===== config.mk =====
export PLATFORM = sky130hd
export DESIGN_NAME = match_timestamp_logger
export DESIGN_NICKNAME = d
export VERILOG_FILES = /design/src/rtl/match_log_pkg.sv /design/src/rtl/match_ts_fifo.sv /design/src/rtl/match_timestamp_logger.sv
export SDC_FILE = /design/constraint.sdc
export NUM_CORES = 1
export LEC_CHECK = 0
export CAP_MARGIN = 0
export CORE_UTILIZATION = 30
export CTS_CLUSTER_DIAMETER = 150
export DETAILED_ROUTE_END_ITERATION = 10
export PLACE_DENSITY = 0.5
export SYNTH_ARGS = -nofsm -noshare
export SYNTH_HDL_FRONTEND = slang
export SYNTH_HIERARCHICAL = 1
export SYNTH_SLANG_ARGS = --single-unit

===== constraint.sdc =====
create_clock -name clk -period 6.6 [get_ports clk]
set_input_delay 1.65 -clock clk [delete_from_list [all_inputs] [get_ports clk]]
set_output_delay 1.65 -clock clk [all_outputs]
set_load 0.05 [all_outputs]

===== src/rtl/match_log_pkg.sv =====
// Shared defaults and helpers for the match timestamp logger.
// Provides default parameter values and the FIFO pointer-width helper.
package match_log_pkg;

    localparam int unsigned TS_W_DEF   = 16;
    localparam int unsigned DEPTH_DEF  = 8;
    localparam int unsigned DROP_W_DEF = 8;

    // Pointer width for a power-of-two depth; never narrower than one bit.
    function automatic int unsigned ptr_width(input int unsigned depth);
        return (depth <= 1) ? 1 : $clog2(depth);
    endfunction

endpackage


===== src/rtl/match_ts_fifo.sv =====
// Generic synchronous first-word-fall-through FIFO.
// Ports:
//   clk, reset       clock, asynchronous active-high reset
//   push, wdata      write request and data (ignored when full without pop)
//   pop              read request (ignored when empty)
//   rdata            head entry, valid whenever empty is low
//   full, empty      occupancy flags decoded from the registered count
//   level            registered occupancy, 0..DEPTH
module match_ts_fifo
    import match_log_pkg::*;
#(
    parameter int unsigned WIDTH = TS_W_DEF,
    parameter int unsigned DEPTH = DEPTH_DEF
) (
    input  logic                         clk,
    input  logic                         reset,
    input  logic                         push,
    input  logic [WIDTH-1:0]             wdata,
    input  logic                         pop,
    output logic [WIDTH-1:0]             rdata,
    output logic                         full,
    output logic                         empty,
    output logic [ptr_width(DEPTH):0]    level
);

    localparam int unsigned PTR_W = ptr_width(DEPTH);
    localparam int unsigned LVL_W = PTR_W + 1;

    logic [WIDTH-1:0] mem [DEPTH];
    logic [PTR_W-1:0] wr_ptr;
    logic [PTR_W-1:0] rd_ptr;
    logic [LVL_W-1:0] count;
    logic             do_push;
    logic             do_pop;

    assign full    = (count == LVL_W'(DEPTH));
    assign empty   = (count == '0);
    assign do_pop  = pop & ~empty;
    // A pop in the same cycle frees the slot the push needs.
    assign do_push = push & (~full | do_pop);

    // Storage, pointers and occupancy; memory is cleared so the head reads 0 after reset.
    always_ff @(posedge clk or posedge reset) begin
        if (reset) begin
            for (int i = 0; i < int'(DEPTH); i++) begin
                mem[i] <= '0;
            end
            wr_ptr <= '0;
            rd_ptr <= '0;
            count  <= '0;
        end else begin
            if (do_push) begin
                mem[wr_ptr] <= wdata;
                wr_ptr      <= wr_ptr + PTR_W'(1);
            end
            if (do_pop) begin
                rd_ptr <= rd_ptr + PTR_W'(1);
            end
            case ({do_push, do_pop})
                2'b10:   count <= count + LVL_W'(1);
                2'b01:   count <= count - LVL_W'(1);
                default: count <= count;
            endcase
        end
    end

    assign rdata = mem[rd_ptr];
    assign level = count;

endmodule


===== src/rtl/match_timestamp_logger.sv =====
// Stamps each detector match with a free-running cycle count and queues the
// stamps in a FWFT FIFO drained through a valid/ready port. Drops on a full
// FIFO are flagged (sticky overflow) and counted (saturating).
// Ports:
//   clk, reset             clock, asynchronous active-high reset
//   enable                 gates the cycle counter and match capture
//   match_in               one-cycle match strobe
//   ts_data/ts_valid/ts_ready  stamp output handshake
//   level                  FIFO occupancy
//   overflow, drop_count   drop indication, cleared by clear_ovf
module match_timestamp_logger
    import match_log_pkg::*;
#(
    parameter int unsigned TS_W   = TS_W_DEF,
    parameter int unsigned DEPTH  = DEPTH_DEF,
    parameter int unsigned DROP_W = DROP_W_DEF
) (
    input  logic                        clk,
    input  logic                        reset,
    input  logic                        enable,
    input  logic                        match_in,
    output logic [TS_W-1:0]             ts_data,
    output logic                        ts_valid,
    input  logic                        ts_ready,
    output logic [ptr_width(DEPTH):0]   level,
    output logic                        overflow,
    output logic [DROP_W-1:0]           drop_count,
    input  logic                        clear_ovf
);

    logic [TS_W-1:0] cnt;
    logic            push_req;
    logic            pop;
    logic            fifo_full;
    logic            fifo_empty;
    logic            drop;

    assign push_req = enable & match_in;
    assign pop      = ts_valid & ts_ready;
    assign drop     = push_req & fifo_full & ~pop;
    assign ts_valid = ~fifo_empty;

    // Free-running cycle counter; wraps silently, holds while disabled.
    always_ff @(posedge clk or posedge reset) begin
        if (reset) begin
            cnt <= '0;
        end else if (enable) begin
            cnt <= cnt + TS_W'(1);
        end
    end

    // Overflow flag and drop counter; a drop outranks a same-cycle clear.
    always_ff @(posedge clk or posedge reset) begin
        if (reset) begin
            overflow   <= 1'b0;
            drop_count <= '0;
        end else if (drop) begin
            overflow <= 1'b1;
            if (clear_ovf) begin
                drop_count <= DROP_W'(1);
            end else if (drop_count != {DROP_W{1'b1}}) begin
                drop_count <= drop_count + DROP_W'(1);
            end
        end else if (clear_ovf) begin
            overflow   <= 1'b0;
            drop_count <= '0;
        end
    end

    match_ts_fifo #(
        .WIDTH (TS_W),
        .DEPTH (DEPTH)
    ) u_fifo (
        .clk   (clk),
        .reset (reset),
        .push  (push_req),
        .wdata (cnt),
        .pop   (pop),
        .rdata (ts_data),
        .full  (fifo_full),
        .empty (fifo_empty),
        .level (level)
    );

endmodule


==> qor.yml <==
drv_slew: 0
area_growth_pct: 15.4
slew_headroom: 0.291
grtUsageTotal: 0.137
synth-edff-count: 0
cp.required_ns: 4.95
ir_drop_v: 0.000261
ys.flop_type: "dfrtp_1"
synthMostInstantiatedCell: "dfrtp_1"
gp_congestion: 0.706
grt_pass1_wl_mm: 27.2
max_freq_mhz: 202
synth_area_per_cell_um2: 15.4
die_w_um: 164
combinationalPowerShare: 0.311
synth_top_cells_by_count: "dfrtp_1, mux2_2, mux4_2"
whs_ns: 0.484
chipHeight_um: 164
drive_above_1_share: 0.417
drc: 0
cts_buffers: 17
dp.cells: 855
r2r_setup_slack_ns: 2.89
yosysTopAreaCell: "dfrtp_1"
cp.arrival_ns: 3.30
cp_max_fo: 21
viasPerCell: 4.93
core_area_mm2: 0.0255
synth_area_leaders: "dfrtp_1, mux2_2, mux4_2"
grt_max_degree: 66
tightest_slew_ns: 1.06
drt_iter0_markers: 179
worstPathCellList: "buf_4, mux4_2, mux2_2, clkdlybuf4s50_1"
p_leak_nw: 4.15
placed_area_mm2: 0.00846
synth_cells: 511
endpoint_kind: "output port"
cp-start-kind: "register"
seq_area_frac_synth: 0.519
antenna_found_initial: 0
die_area_mm2: 0.0268
cts-root-buf: "clkbuf_16"
vias: 4375
setup_viol_count_final: 0
post_cts_resized: 0
grt_pass1_vias: 4754
cap_violations: 0
fill_cells: 2441
ctsHoldBuffers: 0
swShare: 0.346
p_sw_w: 0.00123
post-route-period-util: 0.749
yosys_warnings: 6
finalSetupTns_ns: 0
dp_hpwl_mm: 10.5
cts_buffer_depth: 2
finalClockSkew_ns: 0.0109
cts_tree: "done"
std_cell_rows: 58
netlist.area_leader.share: 0.519
synthArstFlopShare: 1.00
status: "finished, final reports clean"
crit_type: "register to output port"
wl_mm: 16.8
seq_power_share: 0.409
hp-class: "register to register"
synth.cell_area_mm2: 0.00786
clk_pin_slew_ns: 0.07
clock_latency_ns: 0.43
diodes: 0
internal-power_w: 0.00232
initial_core_util: 0.309
ant_nets: 0
post_drt_wl_per_cell_um: 18.9
post_cts_buffers: 0
synth_nets: 525
ioPinCount: 36
finalNonFillerCells: 887
rsz0062_at_grt: "no"
nNetsFinal: 558
cpMaxStageDelayCell: "dfrtp_2"
hold_viol: 0
ys_seq_elements: 163
cts_max_level: 4
critical-path-max-stage-delay_ns: 0.87
design_area_mm2: 0.00907
port_buffers: 35
cts.sinks: 163
power_density_mw_per_mm2: 392
p_clk_frac: 0.280
grt-ovfl-total: 0
synth.distinct_cells: 52
period_needed_ns: 4.95
first_pass_iters: 6
-- critical path, delay by kind of cell, from the launching register on --
family | cells | cell delay [ns]
buffers and inverters | 2 | 1.14
DFF | 1 | 0.87
muxes | 2 | 0.85
-- flip-flops by register name (all words and copies together) (netlist names) --
name / flops
u_fifo/wr_ptr: 3
drop_count: 8
u_fifo/level: 4
cnt: 16
u_fifo/mem: 128
overflow: 1
u_fifo/rd_ptr: 3
-- layout make-up --
type / instances / area [um2] / area share
repair buffers: 41 / 395 / 0.0436
flip-flops and latches: 163 / 4080 / 0.450
clock buffers: 19 / 453 / 0.0500
inverters: 15 / 58.8 / 0.00649
well taps: 330 / 413 / 0.0455
clock inverters: 13 / 150 / 0.0166
multi-input cells: 306 / 3520 / 0.388
-- per-layer routing --
metal  vias to the layer above  GRT usage  wire length (um)  part of all wire
met2                        62      0.219              8120              0.48
met1                      2329      0.183              7970              0.47
li1                       1966          -                 -                 -
met4                         0     0.0488               237             0.014
met5                         -          0                 0                 0
met3                        18     0.0278               459             0.027
-- metrics by stage --
| stage | total power, W | utilization | setup WS [ns] |
|---|---|---|---|
| after floorplan | 0.00228 | - | 1.25 |
| after global placement | 0.00256 | 0.332 | 1.76 |
| after detailed placement | 0.00260 | 0.332 | 1.61 |
| after CTS | 0.00361 | 0.356 | 1.53 |
| after global routing | 0.00375 | 0.356 | 1.43 |
| final | 0.00355 | 0.356 | 1.65 |
-- placed cells by master, fill, tap and decap left out, types with 4 or more instances in the layout --
| master | synthesis | final |
|---|---|---|
| a21oi_1 | 5 | 5 |
| clkbuf_16 | 0 | 17 |
| nand2_1 | 11 | 11 |
| inv_1 | 15 | 14 |
| xnor2_1 | 13 | 13 |
| nand4_1 | 8 | 8 |
| clkinvlp_4 | 0 | 4 |
| mux2_2 | 117 | 117 |
| nor2_1 | 8 | 8 |
| mux2_4 | 30 | 30 |
| mux4_2 | 32 | 32 |
| dfrtp_1 | 163 | 162 |
| nand3_1 | 8 | 8 |
| nor4_1 | 5 | 5 |
| nor2b_1 | 6 | 6 |
| ha_1 | 7 | 7 |
| buf_4 | 1 | 6 |
| xor2_1 | 8 | 8 |
| clkdlybuf4s50_1 | 0 | 35 |
-- cells by family (layout without fill, tap and decap cells) --
logic type,count (synthesis),in the layout,share of synthesized area
simple gates,65,65,0.0487
mux,181,181,0.319
xor+xnor,21,21,0.0234
buf+inv,42,88,0.0334
flops,163,163,0.519
fa+ha+maj,8,8,0.0137
compound gates,31,31,0.0423
-- final timing paths --
check / from / to / cells after the start
min in group asynchronous: reset / u_fifo/mem[81]$_DFFE_PP0P_ / 2
max in group asynchronous: reset / u_fifo/rd_ptr[0]$_DFFE_PP0P_ / 3
worst max-delay path: u_fifo/rd_ptr[0]$_DFFE_PP0P_ / ts_data[5] / 4
worst min register to register: overflow$_DFFE_PP0P_ / overflow$_DFFE_PP0P_ / 1
worst max register to register: u_fifo/level[0]$_DFFE_PP0P_ / u_fifo/level[3]$_DFFE_PP0P_ / 10
worst min-delay path: overflow$_DFFE_PP0P_ / overflow$_DFFE_PP0P_ / 1
-- power groups by stage --
stage                     logic [W]  registers [W]  clock network, W
final                       0.00110        0.00145          0.000995
after floorplan            0.000915        0.00137                 0
after detailed placement    0.00112        0.00148                 0
after global routing        0.00118        0.00150           0.00108
after CTS                   0.00112        0.00146           0.00103
after global placement      0.00109        0.00146                 0
Note: power is estimated with default switching activity, not from simulation.
